`config.mk`:
```
export PLATFORM = sky130hd
export DESIGN_NAME = addsub_pipe
export DESIGN_NICKNAME = d
export VERILOG_FILES = /design/src/rtl/addsub_pipe.sv
export SDC_FILE = /design/constraint.sdc
export NUM_CORES = 1
export LEC_CHECK = 0
export BUFFER_PORTS_ARGS = -buffer_cell sky130_fd_sc_hd__buf_2
export CAP_MARGIN = 20
export CORE_UTILIZATION = 35
export CTS_BUF_LIST = sky130_fd_sc_hd__clkbuf_8
export CTS_CLUSTER_DIAMETER = 100
export DETAILED_ROUTE_END_ITERATION = 12
export GPL_TIMING_DRIVEN = 0
export PLACE_DENSITY_LB_ADDON = 0.15
export SYNTH_ARGS = -nofsm -noshare
export SYNTH_HDL_FRONTEND = slang
export SYNTH_SLANG_ARGS = --single-unit
export TNS_END_PERCENT = 20
```
`constraint.sdc`:
```
create_clock -name clk -period 2.7 [get_ports clk]
set_input_delay 0.405 -clock clk [delete_from_list [all_inputs] [get_ports clk]]
set_output_delay 0.405 -clock clk [all_outputs]
set_load 0.05 [all_outputs]
```
`src/rtl/addsub_pipe.sv`:
```
// Pipelined add/subtract unit. WIDTH bits are split into STAGES carry-chained segments.
// Each pipeline stage adds one segment, and the final stage registers the result with its flags.
module addsub_pipe #(
  parameter int unsigned WIDTH  = 16,
  parameter int unsigned STAGES = 4
) (
  input  logic             clk,
  input  logic             rst,
  input  logic             in_valid,
  output logic             in_ready,
  input  logic [WIDTH-1:0] a,
  input  logic [WIDTH-1:0] b,
  input  logic             cin,
  input  logic             op,
  output logic             out_valid,
  input  logic             out_ready,
  output logic [WIDTH-1:0] sum,
  output logic             cout,
  output logic             ovf,
  output logic             zero,
  output logic             neg
);

  localparam int unsigned SEG  = WIDTH / STAGES;
  localparam int unsigned LAST = STAGES - 1;

  if (STAGES < 1 || STAGES > WIDTH || (WIDTH % STAGES) != 0) begin : g_bad_params
    $error("addsub_pipe: WIDTH must be a multiple of STAGES and 1 <= STAGES <= WIDTH");
  end

  // Stage register k: segments below k already summed in res, A bits above; B' kept whole.
  logic [WIDTH-1:0] res_q [STAGES];
  logic [WIDTH-1:0] res_d [STAGES];
  logic [WIDTH-1:0] opb_q [STAGES];
  logic [WIDTH-1:0] opb_d [STAGES];
  logic [STAGES-1:0] c_q, c_d;
  logic [STAGES-1:0] v_q, v_d;

  logic [SEG:0]     seg_sum [STAGES];
  logic [WIDTH-1:0] adv_res [STAGES];

  logic             out_valid_q, out_valid_d;
  logic [WIDTH-1:0] sum_q, sum_d;
  logic             cout_q, cout_d;
  logic             ovf_q, ovf_d;
  logic             zero_q, zero_d;
  logic             neg_q, neg_d;

  logic stall;

  always_comb begin
    stall    = out_valid_q && !out_ready;
    in_ready = !stall;
  end

  always_comb begin : p_segment_add
    for (int unsigned k = 0; k < STAGES; k++) begin
      seg_sum[k] = {1'b0, res_q[k][k*SEG +: SEG]}
                 + {1'b0, opb_q[k][k*SEG +: SEG]}
                 + {{SEG{1'b0}}, c_q[k]};
      adv_res[k] = res_q[k];
      adv_res[k][k*SEG +: SEG] = seg_sum[k][SEG-1:0];
    end
  end

  always_comb begin : p_next
    res_d       = res_q;
    opb_d       = opb_q;
    c_d         = c_q;
    v_d         = v_q;
    out_valid_d = out_valid_q;
    sum_d       = sum_q;
    cout_d      = cout_q;
    ovf_d       = ovf_q;
    zero_d      = zero_q;
    neg_d       = neg_q;
    if (!stall) begin
      v_d[0]   = in_valid;
      res_d[0] = a;
      opb_d[0] = op ? ~b : b;
      c_d[0]   = op ? ~cin : cin;
      for (int unsigned k = 1; k < STAGES; k++) begin
        v_d[k]   = v_q[k-1];
        res_d[k] = adv_res[k-1];
        opb_d[k] = opb_q[k-1];
        c_d[k]   = seg_sum[k-1][SEG];
      end
      // The top segment of the last stage still holds the raw A and B' MSBs.
      out_valid_d = v_q[LAST];
      sum_d       = adv_res[LAST];
      cout_d      = seg_sum[LAST][SEG];
      ovf_d       = (res_q[LAST][WIDTH-1] == opb_q[LAST][WIDTH-1])
                 && (adv_res[LAST][WIDTH-1] != res_q[LAST][WIDTH-1]);
      zero_d      = (adv_res[LAST] == '0);
      neg_d       = adv_res[LAST][WIDTH-1];
    end
  end

  always_ff @(posedge clk) begin
    if (rst) begin
      res_q       <= '{default: '0};
      opb_q       <= '{default: '0};
      c_q         <= '0;
      v_q         <= '0;
      out_valid_q <= 1'b0;
      sum_q       <= '0;
      cout_q      <= 1'b0;
      ovf_q       <= 1'b0;
      zero_q      <= 1'b0;
      neg_q       <= 1'b0;
    end else begin
      res_q       <= res_d;
      opb_q       <= opb_d;
      c_q         <= c_d;
      v_q         <= v_d;
      out_valid_q <= out_valid_d;
      sum_q       <= sum_d;
      cout_q      <= cout_d;
      ovf_q       <= ovf_d;
      zero_q      <= zero_d;
      neg_q       <= neg_d;
    end
  end

  always_comb begin
    out_valid = out_valid_q;
    sum       = sum_q;
    cout      = cout_q;
    ovf       = ovf_q;
    zero      = zero_q;
    neg       = neg_q;
  end

endmodule
```
==> flow_summary.toml <==
[detailed_routing]
initialDrtViolationCount = 237
ant_nets = 0
drc = 0
vias_per_cell = 4.77
average_routed_wire_per_standard_cell_um = 14.7
drt_pass1_iterations = 5
routed_wirelength_mm = 13.4
dr_total_vias = 4330

[critical_path]
critical_path.max_fanout = 10
worstSetupStartpointType = "flip-flop"
worstPathRequired_ns = 2.30
cp.arrival_ns = 1.95
worst_r2r_path_depth = 8
timing_worst_setup_path_type = "flip-flop to output port"
worst_setup_path_end_kind = "output port"

[clock_tree]
htreeDepth = 4
cts_hold_buffers = 0
post_cts.repair.setup_buffers = 0
worst_setup_hold_path_clk_slew_ns = 0.07
cts_tree = "done"
cts_made_buffers = 17
clk_root_buffer_cell = "sky130_fd_sc_hd__clkbuf_8"
clock_latency_ns = 0.45
tritoncts_sinks = 132
cts-resized-gates = 0
cts_max_path_buffers = 2

[power_and_ir_drop]
cellPowerDensity_nw_per_um2 = 639
power.net_switching_w = 0.000966
post-layout-total-power_w = 0.00391
internal_power_consumption_w = 0.00294
vdd_ir_drop_max_uv = 277
power.sequential.fraction_pct = 53.9
comb_power_share_pct = 8.2
switching_share_pct = 24.7
power.leakage_nw = 2.51
clockPowerShare_pct = 37.9

[synthesis]
syn-instance-count = 637
post_synth_num_cell_types = 30
postSynthAreaPerCell_um2 = 8.25
synth-seq-area-share_pct = 50.3
post_synth_instance_area_um2 = 5250
synth_enable_flop_cells = 0
synth_seq_cells = 132
mappedNetlistNets = 695
synth_top_area_cells = "sky130_fd_sc_hd__dfxtp_1 50%, sky130_fd_sc_hd__nand2_1 14%, sky130_fd_sc_hd__a21oi_1 9.6%"
synth_largest_area_cell = "sky130_fd_sc_hd__dfxtp_1"
synth_largest_type_area_fraction_pct = 50.3
ys.flop_type = "sky130_fd_sc_hd__dfxtp_1"
postSynth.asyncResetShare_pct = 0
number_of_warnings_reported_in_the_yosys_synthesis_log = 0

[timing]
final-hold-violation-count = 0
setup-violations-final = 0
timing.final.crit_period_ns = 2.35
fmax_ghz = 0.425
fin_ws_ns = 0.346
unrepaired_setup_endpoints_after_global_routing = "false"
hold_ws_ns = 0.197
worst_slew_margin_rel_pct = 58.6
finalMaxSlewViolations = 0
timing.clock.skew_ns = 0.0113
setup-tns-final_ns = 0
worst_pin_slew_ns = 0.621
period_share_pct = 87.2

[final_layout]
layout-drive-gt1-share_pct = 14.0
insertedDiodeCount = 0
final_nets = 772
final-seq-area_um2 = 2640
fillCellCount = 1491
multi_input_area_um2 = 2340
post_synthesis_to_final_layout_area_growth_pct = 16.4

[global_routing]
groute.usage.overall_pct = 18.1
vias_in_the_first_global_route = 4269
grt_max_degree = 17
number_of_antenna_violations_at_the_first_check_in_global_routing = 0
grt_pass1_wl_mm = 21.8
grt_remaining_overflow = 0

[hold_path]
holdPathStages = 3
timing.hold.worst.class = "input pin to flip-flop"

[place]
finalWeightedCongestion = 0.802
numPortBuffers = 58
dpl_worst_slack_ns = 0.461
place_hpwl_mm = 10.2

[status]
status = "finished, final reports clean"

[floorplan]
initial_utilization_pct = 36.0
dieArea_um2 = 15500
floorplan.core_area_um2 = 14600
floorplan.die.width_um = 125
core.rowCount = 44
design.portCount = 60
die_height_um = 125

[job]
max_cap_viol_count = 0
-- final timing paths --
kind | startpoint | endpoint | slack (ns)
max | out_valid | in_ready | 0.35
min | a[9] | adv_res[57] | 0.20
max reg2reg | res_q[12] | zero | 0.44
min reg2reg | sum[5] | sum[5] | 0.45
-- state kept, by name (all words and copies together) (netlist names) --
signal / cells
zero: 1
out_valid: 1
adv_res: 48
sum: 16
res_q: 16
opb_q: 40
c_q: 4
ovf: 1
v_q: 4
cout: 1
-- metrics by stage --
stage / instance area, um^2 / utilization (%) / instances
5_1_grt: 6120 / 41.9 / 908
2_1_floorplan: 5250 / - / 637
4_1_cts: 6120 / 41.9 / 908
3_3_place_gp: 5770 / 39.6 / 879
6_report: 6120 / 41.9 / 908
3_5_place_dp: 5770 / 39.6 / 879
-- final cells by class --
cell class / count / share of cell area, %
Clock buffer: 20 / 4.50
Tap cell: 184 / 3.76
Multi-Input combinational cell: 439 / 38.2
Timing Repair Buffer: 58 / 4.75
Buffer: 47 / 3.31
Sequential cell: 132 / 43.2
Inverter: 19 / 1.17
Clock inverter: 9 / 1.10
-- worst max-delay path, cell delays in order, from the launching register on --
cell and delay (ns):
sky130_fd_sc_hd__dfxtp_1 0.31, sky130_fd_sc_hd__nor2b_1 0.18, sky130_fd_sc_hd__inv_1 0.08, sky130_fd_sc_hd__buf_2 0.25, sky130_fd_sc_hd__buf_1 0.35, sky130_fd_sc_hd__buf_2 0.34
-- placed cells by master, fill, tap and decap left out --
| cell type | instances |
|---|---|
| sky130_fd_sc_hd__o41ai_1 | 1 |
| sky130_fd_sc_hd__buf_4 | 2 |
| sky130_fd_sc_hd__o21ai_2 | 1 |
| sky130_fd_sc_hd__clkinvlp_4 | 1 |
| sky130_fd_sc_hd__fa_1 | 8 |
| sky130_fd_sc_hd__buf_1 | 7 |
| sky130_fd_sc_hd__clkbuf_8 | 20 |
| sky130_fd_sc_hd__nor2_1 | 34 |
| sky130_fd_sc_hd__xor2_1 | 2 |
| sky130_fd_sc_hd__a221oi_1 | 2 |
| sky130_fd_sc_hd__a21o_1 | 4 |
| sky130_fd_sc_hd__nor2b_1 | 5 |
| sky130_fd_sc_hd__nand3b_1 | 7 |
| sky130_fd_sc_hd__nand2_1 | 194 |
| sky130_fd_sc_hd__nand3_1 | 3 |
| sky130_fd_sc_hd__dfxtp_1 | 132 |
| sky130_fd_sc_hd__nand4b_1 | 2 |
| sky130_fd_sc_hd__a211oi_1 | 25 |
| sky130_fd_sc_hd__inv_1 | 23 |
| sky130_fd_sc_hd__o21ai_0 | 7 |
| sky130_fd_sc_hd__clkinv_2 | 3 |
| sky130_fd_sc_hd__nor4_1 | 2 |
| sky130_fd_sc_hd__nor3_1 | 2 |
| sky130_fd_sc_hd__or4_1 | 3 |
| sky130_fd_sc_hd__a21oi_1 | 101 |
| sky130_fd_sc_hd__ha_1 | 12 |
| sky130_fd_sc_hd__bufinv_16 | 1 |
| sky130_fd_sc_hd__clkbuf_1 | 23 |
| sky130_fd_sc_hd__or3_1 | 2 |
| sky130_fd_sc_hd__nor3b_1 | 2 |
| sky130_fd_sc_hd__xnor2_1 | 18 |
| sky130_fd_sc_hd__nand4_1 | 1 |
| sky130_fd_sc_hd__o21a_1 | 1 |
| sky130_fd_sc_hd__buf_2 | 73 |
-- cells in the mapped netlist, drive strengths merged, types with 3 or more instances --
cell,number
a211oi,25
a21o,4
a21oi,101
buf,24
clkbuf,23
dfxtp,132
fa,8
ha,12
inv,19
nand2,194
nand3,3
nand3b,7
nor2,34
nor2b,5
o21ai,8
or4,3
xnor2,18
-- metal layers --
metal / share of wire, % / global-route usage (%) / wire (um)
met1: 47 / 22.9 / 6230
met2: 47 / 29.5 / 6310
met5: 0 / 0 / 0
met4: 1.8 / 6.87 / 235
met3: 4.5 / 4.60 / 607
-- logic make-up after synthesis --
group / after synthesis / share of synthesized area (%)
AND/OR/NAND/NOR: 257 / 20.0
adder cells (fa/ha/maj): 20 / 5.91
buffers and inverters: 66 / 5.22
XOR/XNOR: 20 / 3.33
flip-flops: 132 / 50.3
AO/OA/AOI/OAI: 142 / 15.2
-- power by group through the flow --
stage          sequential [W]  clock, W  combinational, W
6_report              0.00211   0.00148          0.000321
5_1_grt               0.00212   0.00161          0.000358
4_1_cts               0.00211   0.00152          0.000324
3_5_place_dp          0.00215         0          0.000322
3_3_place_gp          0.00215         0          0.000315
2_1_floorplan         0.00216         0          0.000192
(Power assumes the default switching activity.)
